[src/rtl/mem_access_unit.sv]
// mem_access_unit: load/store unit between the core memory stage and a
// word-addressed data memory. One request at a time over valid/ready.
// Loads extract a byte/half lane and sign- or zero-extend it. Sub-word
// stores do a read-modify-write. A one-cycle response carries the read
// data or an error flag.
// Ports:
//   clk, reset                  clock, async active-high reset
//   req_valid/req_ready         request handshake (ready only in IDLE)
//   req_write, req_size,
//   req_unsigned, req_addr,
//   req_wdata                   request fields (byte address)
//   mem_we/mem_waddr/mem_wdata  memory write port (word aligned)
//   mem_re/mem_raddr/mem_rdata  memory read port (word aligned)
//   resp_valid/resp_rdata/
//   resp_err                    one-cycle response
// Optional: define MEM_ACCESS_RANGE_CHECK_EN to flag addresses at or
// beyond MEM_WORDS*4 as errors without touching memory.
module mem_access_unit #(
   parameter int XLEN       = 32,
   parameter int ADDRESSLEN = 32,
   parameter int MEM_WORDS  = 32
) (
   input  logic                  clk,
   input  logic                  reset,
   input  logic                  req_valid,
   output logic                  req_ready,
   input  logic                  req_write,
   input  logic [1:0]            req_size,
   input  logic                  req_unsigned,
   input  logic [ADDRESSLEN-1:0] req_addr,
   input  logic [XLEN-1:0]       req_wdata,
   output logic                  mem_we,
   output logic [ADDRESSLEN-1:0] mem_waddr,
   output logic [XLEN-1:0]       mem_wdata,
   output logic                  mem_re,
   output logic [ADDRESSLEN-1:0] mem_raddr,
   input  logic [XLEN-1:0]       mem_rdata,
   output logic                  resp_valid,
   output logic [XLEN-1:0]       resp_rdata,
   output logic                  resp_err
);

   typedef enum logic [1:0] {
      IDLE,
      RD,
      WR,
      RESP
   } state_t;

`ifdef MEM_ACCESS_RANGE_CHECK_EN
   localparam bit RANGE_EN = 1'b1;
`else
   localparam bit RANGE_EN = 1'b0;
`endif

   localparam logic [63:0] MEM_BYTES = 64'(MEM_WORDS) * 64'd4;

   state_t state_q, state_d;

   logic       write_q, write_d;
   logic [1:0] size_q, size_d;
   logic       uns_q, uns_d;
   logic [1:0] off_q, off_d;
   logic [15:0] wdata_q, wdata_d;

   logic                  mem_we_q, mem_we_d;
   logic [ADDRESSLEN-1:0] mem_waddr_q, mem_waddr_d;
   logic [XLEN-1:0]       mem_wdata_q, mem_wdata_d;
   logic                  mem_re_q, mem_re_d;
   logic [ADDRESSLEN-1:0] mem_raddr_q, mem_raddr_d;
   logic                  resp_valid_q, resp_valid_d;
   logic [XLEN-1:0]       resp_rdata_q, resp_rdata_d;
   logic                  resp_err_q, resp_err_d;

   logic                  req_err;
   logic                  range_hit;
   logic [ADDRESSLEN-1:0] word_addr;
   logic [4:0]            lane_sh;
   logic [7:0]            lane_b;
   logic [15:0]           lane_h;
   logic [XLEN-1:0]       load_ext;
   logic [XLEN-1:0]       lane_mask;
   logic [XLEN-1:0]       merged;

   assign word_addr = {req_addr[ADDRESSLEN-1:2], 2'b00};
   assign range_hit = (64'(req_addr) >= MEM_BYTES);

   always_comb begin
      req_err = 1'b0;
      unique case (req_size)
         2'b00:   req_err = 1'b0;
         2'b01:   req_err = req_addr[0];
         2'b10:   req_err = |req_addr[1:0];
         default: req_err = 1'b1;
      endcase
      if (RANGE_EN && range_hit)
         req_err = 1'b1;
   end

   // Half lanes always have off_q[0]=0, so one byte-granular shift
   // serves both lane widths.
   assign lane_sh = {off_q, 3'b000};
   assign lane_b  = 8'(mem_rdata >> lane_sh);
   assign lane_h  = 16'(mem_rdata >> lane_sh);

   always_comb begin
      load_ext = mem_rdata;
      unique case (size_q)
         2'b00:   load_ext = {{(XLEN-8){~uns_q & lane_b[7]}}, lane_b};
         2'b01:   load_ext = {{(XLEN-16){~uns_q & lane_h[15]}}, lane_h};
         default: load_ext = mem_rdata;
      endcase
   end

   assign lane_mask = ((size_q == 2'b00) ? XLEN'(8'hFF)
                                         : XLEN'(16'hFFFF)) << lane_sh;
   assign merged = (mem_rdata & ~lane_mask)
                 | ((XLEN'(wdata_q) << lane_sh) & lane_mask);

   always_comb begin
      state_d      = state_q;
      write_d      = write_q;
      size_d       = size_q;
      uns_d        = uns_q;
      off_d        = off_q;
      wdata_d      = wdata_q;
      mem_waddr_d  = mem_waddr_q;
      mem_wdata_d  = mem_wdata_q;
      mem_raddr_d  = mem_raddr_q;
      mem_we_d     = 1'b0;
      mem_re_d     = 1'b0;
      resp_valid_d = 1'b0;
      resp_rdata_d = '0;
      resp_err_d   = 1'b0;
      unique case (state_q)
         IDLE: begin
            if (req_valid) begin
               write_d = req_write;
               size_d  = req_size;
               uns_d   = req_unsigned;
               off_d   = req_addr[1:0];
               wdata_d = req_wdata[15:0];
               if (req_err) begin
                  state_d      = RESP;
                  resp_valid_d = 1'b1;
                  resp_err_d   = 1'b1;
               end else if (req_write && req_size == 2'b10) begin
                  state_d     = WR;
                  mem_we_d    = 1'b1;
                  mem_waddr_d = word_addr;
                  mem_wdata_d = req_wdata;
               end else begin
                  state_d     = RD;
                  mem_re_d    = 1'b1;
                  mem_raddr_d = word_addr;
               end
            end
         end
         RD: begin
            if (write_q) begin
               state_d     = WR;
               mem_we_d    = 1'b1;
               mem_waddr_d = mem_raddr_q;
               mem_wdata_d = merged;
            end else begin
               state_d      = RESP;
               resp_valid_d = 1'b1;
               resp_rdata_d = load_ext;
            end
         end
         WR: begin
            state_d      = RESP;
            resp_valid_d = 1'b1;
         end
         RESP: begin
            state_d = IDLE;
         end
         default: begin
            state_d = IDLE;
         end
      endcase
   end

   always_ff @(posedge clk or posedge reset) begin
      if (reset) begin
         state_q      <= IDLE;
         write_q      <= 1'b0;
         size_q       <= 2'b00;
         uns_q        <= 1'b0;
         off_q        <= 2'b00;
         wdata_q      <= '0;
         mem_we_q     <= 1'b0;
         mem_waddr_q  <= '0;
         mem_wdata_q  <= '0;
         mem_re_q     <= 1'b0;
         mem_raddr_q  <= '0;
         resp_valid_q <= 1'b0;
         resp_rdata_q <= '0;
         resp_err_q   <= 1'b0;
      end else begin
         state_q      <= state_d;
         write_q      <= write_d;
         size_q       <= size_d;
         uns_q        <= uns_d;
         off_q        <= off_d;
         wdata_q      <= wdata_d;
         mem_we_q     <= mem_we_d;
         mem_waddr_q  <= mem_waddr_d;
         mem_wdata_q  <= mem_wdata_d;
         mem_re_q     <= mem_re_d;
         mem_raddr_q  <= mem_raddr_d;
         resp_valid_q <= resp_valid_d;
         resp_rdata_q <= resp_rdata_d;
         resp_err_q   <= resp_err_d;
      end
   end

   assign req_ready  = (state_q == IDLE);
   assign mem_we     = mem_we_q;
   assign mem_waddr  = mem_waddr_q;
   assign mem_wdata  = mem_wdata_q;
   assign mem_re     = mem_re_q;
   assign mem_raddr  = mem_raddr_q;
   assign resp_valid = resp_valid_q;
   assign resp_rdata = resp_rdata_q;
   assign resp_err   = resp_err_q;

endmodule
[config.mk]
export PLATFORM = sky130hd
export DESIGN_NAME = mem_access_unit
export DESIGN_NICKNAME = d
export VERILOG_FILES = /design/src/rtl/mem_access_unit.sv
export SDC_FILE = /design/constraint.sdc
export NUM_CORES = 1
export LEC_CHECK = 0
export ABC_AREA = 0
export CAP_MARGIN = 5
export CORE_UTILIZATION = 51
export DETAILED_ROUTE_END_ITERATION = 10
export HOLD_SLACK_MARGIN = 0.08
export PLACE_DENSITY = 0.94
export SLEW_MARGIN = 0
export SYNTH_ARGS = -nofsm -noshare
export SYNTH_HDL_FRONTEND = slang
export SYNTH_SLANG_ARGS = --single-unit
export TNS_END_PERCENT = 50
[constraint.sdc]
create_clock -name clk -period 12.6 [get_ports clk]
set_input_delay 3.78 -clock clk [delete_from_list [all_inputs] [get_ports clk]]
set_output_delay 3.78 -clock clk [all_outputs]
set_load 0.1 [all_outputs]
==> impl_metrics.yaml, run 1 <==
clock_network:
  cts_tree: "done"
  clk_latency_ps: 420
  cts_resized: 0
  ctsHoldBuffers: 0
  postCtsSetupBuffers: 0
  clock_path_buffers: 2
  cts.clk_slew.worst_paths_ps: 60
  cts_inserted_buffers: 17
  cts.htree.levels: 4
  cts_root_buf: "clkbuf_16"
  cts.sinks: 152
route:
  viasPerCell: 5.88
  dr.pass1.iters: 5
  drcViolationCount: 0
  ant_nets: 0
  dr_total_vias: 6206
  wire_per_inst_um: 20.6
  drtIter0Drc: 596
  drt-total-wl_um: 21700
sta:
  drv_slew: 0
  tns_ps: 0
  rsz0062_at_grt: "no"
  finalCritPeriodShare_pct: 52.6
  worstMarginPinSlew_ps: 1280
  setup_viol: 0
  min_period_ps: 6620
  hold_viol_final: 0
  relSlewSlack_pct: 14.7
  timing.final.ws_setup_ps: 5980
  skew_ps: 8.58
  max_freq_mhz: 151
placed_design:
  dpl_worst_slack_ps: 5580
  gp_congestion: 0.902
  port_buffers: 231
  hpwlAfterDp_um: 14700
layout:
  layout_commonest_cell: "clkdlybuf4s50_1"
  final_nets: 969
  final_layout_size_suffix_gt1_share_pct: 16.9
  syn_to_final_growth_pct: 39.4
  layout_common_cells: "clkdlybuf4s50_1, dfrtp_1, a21oi_1"
  post-route-util_pct: 73.9
synthesis:
  yosysWarnings: 0
  synthArstFlopShare_pct: 100
  ys_seq_area_share_pct: 50.9
  synthCells: 659
  synth_area_um2: 7470
  ys_ff_latch: 152
  synth_edf_count: 0
  synth_cell_type_count: 41
  synthFlopType: "dfrtp_1"
  synth_area_per_cell_um2: 11.3
global_route:
  antenna_found_initial: 0
  grt_pass1_wl_um: 33000
  grt_max_degree: 86
  grt_pass1_vias: 6142
  overflow: 0
  grt_util_all_layers_pct: 29.2
setup_path:
  path_cells: "clkdlybuf4s50_1 > nand2_1 > buf_4 > o32ai_4 > buf_4 > and2_2 > mux2_2"
  reg2regPathDepth: 7
  end_kind: "flip-flop"
  crit_fanout: 62
  slowest_stage: "and2_2"
  cp_common_cell: "buf_4"
  start_kind: "primary input"
  crit_type: "in -> reg"
  arrival_ps: 6920
  required_ps: 12900
  crit_path_max_incr_delay_ps: 1100
floorplan:
  placementRows: 43
  die_h_um: 123
  die_x_um: 123
  start_util_pct: 53.0
  core_area_um2: 14100
  ios: 236
  die_area_um2: 15100
min_path:
  whs_path_depth: 1
  hold_class: "reg -> reg"
flow_run:
  maxCapViolations: 0
status:
  outcome: "completed"
==> per-stage QoR <==
stage | hold slack (ps) | instance area (um2) | instances
global route | 527 | 10400 | 1054
detailed placement | 494 | 9820 | 1022
floorplan | 490 | 7480 | 662
global placement | 492 | 9820 | 1022
finish | 507 | 10400 | 1055
CTS | 508 | 10400 | 1054
==> critical path, delay by kind of cell <==
family | cells | cell delay [ps]
mux | 1 | 430
simple gates | 2 | 1160
compound gates | 1 | 230
buf+inv | 3 | 1300
==> layout make-up <==
cell class                      instances  area (um2)
Sequential cell                       152        3800
Fill cell                             951        3680
Multi-Input combinational cell        445        3390
Timing Repair Buffer                  239        2370
Clock buffer                           25         505
Tap cell                              180         225
Clock inverter                          7        90.1
Inverter                                6        27.5
Antenna cell                            1        2.50
==> state kept, by name, summed over array words and instances (netlist names) <==
name and count:
wdata_q 16, mem_re 1, mem_wdata 32, resp_valid 1, off_q 2, mem_waddr 30, uns_q 1, size_q 2
resp_err 1, mem_we 1, resp_rdata 32, mem_raddr 30, write_q 1, state_q 2
==> cells in the mapped netlist, types with 4 or more instances <==
cell | n | area (um2)
dfrtp_1 | 152 | 3800
a21oi_1 | 118 | 591
mux2_2 | 93 | 1050
mux2i_1 | 56 | 561
clkbuf_1 | 31 | 116
nand2_1 | 28 | 105
nor2_1 | 21 | 78.8
a31oi_1 | 17 | 106
nor2b_1 | 17 | 106
a21o_1 | 16 | 120
buf_2 | 12 | 60.1
o21ai_0 | 11 | 55.1
o211ai_1 | 9 | 67.6
o21bai_1 | 8 | 60.1
a222oi_1 | 7 | 70.1
o221a_2 | 7 | 78.8
buf_6 | 6 | 67.6
buf_1 | 5 | 18.8
buf_4 | 5 | 37.5
ha_1 | 5 | 62.6
inv_1 | 5 | 18.8
nor3_1 | 4 | 20.0
==> layer usage <==
metal	GRT usage (%)	vias up	wire, um
met5	0	-	0
met4	14.1	0	813
met3	6.60	56	1630
met2	46.0	325	10500
met1	38.3	3033	8780
li1	-	2792	-
==> final timing paths <==
check	start	end	slack, ps
worst min register to register	off_q[0]	off_q[0]	510
worst min-delay path	off_q[0]	off_q[0]	510
max in group asynchronous	reset	resp_rdata[22]	7290
min in group asynchronous	reset	mem_raddr[29]	3820
worst max-delay path	req_valid	mem_wdata[2]	5980
worst max register to register	state_q[1]	mem_wdata[2]	8910
==> kinds of logic after synthesis <==
group | Yosys count | synth area share (%)
and+or+nand+nor | 87 | 5.93
AOI/OAI and AO/OA | 199 | 16.3
other | 1 | 0.0502
muxes | 150 | 21.7
adders and majority gates | 5 | 0.837
DFF | 152 | 50.9
buffers and inverters | 65 | 4.32
Power of run 1 is not shown: default switching activity piles up to over one toggle a cycle in this logic, so the estimate is an artifact.
==> inputs of run 2 (changes only) <==
--- a/config.mk
+++ b/config.mk
@@ -7,10 +7,10 @@
 export LEC_CHECK = 0
 export ABC_AREA = 0
 export CAP_MARGIN = 5
-export CORE_UTILIZATION = 51
+export CORE_UTILIZATION = 47
 export DETAILED_ROUTE_END_ITERATION = 10
 export HOLD_SLACK_MARGIN = 0.08
-export PLACE_DENSITY = 0.94
+export PLACE_DENSITY = 0.88
 export SLEW_MARGIN = 0
 export SYNTH_ARGS = -nofsm -noshare
 export SYNTH_HDL_FRONTEND = slang
==> constraint.sdc (replaced) <==
create_clock -name clk -period 6.34 [get_ports clk]
set_input_delay 1.902 -clock clk [delete_from_list [all_inputs] [get_ports clk]]
set_output_delay 1.902 -clock clk [all_outputs]
set_load 0.1 [all_outputs]
==> run 2 against run 1 <==
First-iteration DRC count rose by 21%. Utilization fell by 5.8 points. Global-route usage fell by 2.2 points. Critical path depth fell by 4. Non-clock buffer count rose by 3. Hold slack barely moved. Die area rose by 8.4%. Clock skew fell by 1.7 ps. Routed wire length rose by 0.88%. Count of clock-buffer cells in the layout fell by 1. Via count rose by 0.39%.
==> impl_metrics.yaml, run 2 (same netlist as run 1, synthesis figures left out) <==
route:
  drtIter0Drc: 721
  drcViolationCount: 0
  wire_per_inst_um: 20.1
  drt-total-wl_um: 21900
  dr_total_vias: 6230
  dr.pass1.iters: 9
  viasPerCell: 5.73
  ant_nets: 0
sta:
  drv_slew: 0
  min_period_ps: 4380
  finalCritPeriodShare_pct: 69.2
  worstMarginPinSlew_ps: 1050
  tns_ps: 0
  relSlewSlack_pct: 30.0
  hold_viol_final: 0
  skew_ps: 6.84
  setup_viol: 0
  rsz0062_at_grt: "no"
  max_freq_mhz: 228
setup_path:
  reg2regPathDepth: 7
  worst-r2r-setup-slack_ps: 3220
  start_kind: "flip-flop"
  arrival_ps: 2480
  required_ps: 4440
  r2r-start: "state_q[1]"
  end_kind: "output pin"
  r2r_end: "mem_wdata[10]"
  crit_type: "reg -> out"
  crit_fanout: 5
clock_network:
  cts_tree: "done"
  ctsHoldBuffers: 0
  cts.clk_slew.worst_paths_ps: 60
  cts.htree.levels: 4
  cts_inserted_buffers: 17
  cts_resized: 0
  clock_path_buffers: 2
  cts.sinks: 152
  clk_latency_ps: 430
  postCtsSetupBuffers: 0
  cts_root_buf: "clkbuf_16"
min_path:
  hold_class: "reg -> reg"
  whs_path_depth: 1
  holdPathEnd: "mem_wdata[0]"
  worstHoldStart: "mem_wdata[0]"
floorplan:
  start_util_pct: 48.6
  die_x_um: 128
  die_area_um2: 16400
  placementRows: 45
  ios: 236
  core_area_um2: 15400
  die_h_um: 128
global_route:
  grt_pass1_wl_um: 33400
  grt_util_all_layers_pct: 27.0
  grt_pass1_vias: 6056
  grt_max_degree: 66
  overflow: 0
  antenna_found_initial: 1
placed_design:
  gp_congestion: 0.884
  hpwlAfterDp_um: 14900
  port_buffers: 231
layout:
  layout_commonest_cell: "clkdlybuf4s50_1"
  fillers: 1138
  multiInputGateArea_um2: 3380
  final_nets: 972
  syn_to_final_growth_pct: 40.1
  register_area_um2: 3800
  final_layout_size_suffix_gt1_share_pct: 17.2
  layout_common_cells: "clkdlybuf4s50_1, dfrtp_1, a21oi_1"
flow_run:
  maxCapViolations: 0
status:
  outcome: "completed"
==> run 2: cell type report <==
class / count / share of cell area [%]
timing repair buffer: 242 / 22.9
inverter: 6 / 0.263
sequential: 152 / 36.3
clock inverter: 7 / 0.872
clock buffer: 24 / 4.79
tap: 211 / 2.52
multi-input combinational: 445 / 32.3
antenna: 1 / 0.0239
==> run 2: worst max path at each step <==
| stage | startpoint | to | slack (ps) | depth (start not counted) |
|---|---|---|---|---|
| after global routing | state_q[0] | req_ready | 1880 | 3 |
| after global placement | req_addr[1] | mem_wdata[19] | 2140 | 6 |
| after CTS | state_q[0] | req_ready | 1960 | 3 |
| after detailed placement | req_valid | mem_wdata[20] | 2090 | 7 |
| final | state_q[0] | req_ready | 1960 | 3 |
| after floorplan | reset | mem_raddr[10] | 340 | 1 |
==> run 2: routing by layer <==
metal / part of all wire [%] / vias to the layer above / global-route usage (%)
li1: - / 2806 / -
met1: 41 / 3072 / 35.2
met2: 49 / 315 / 43.4
met3: 7.9 / 37 / 6.89
met4: 2.1 / 0 / 10.1
met5: 0 / - / 0
==> run 2: stage by stage <==
step	setup slack, ps	cell area (um2)	cells	hold WS (ps)	utilization, %
detailed placement	2090	9870	1056	481	64.2
floorplan	345	7480	662	490	-
global route	1880	10500	1088	537	68.1
CTS	1960	10500	1087	506	68.1
finish	1960	10500	1088	507	68.1
global placement	2140	9870	1056	470	64.2
==> run 2: worst max-delay path, stage by stage, from the launching register on <==
cell and delay (ps):
dfrtp_1 430, inv_1 130, ha_1 300, clkdlybuf4s50_1 1190
Power of run 2 is left out for the same reason.
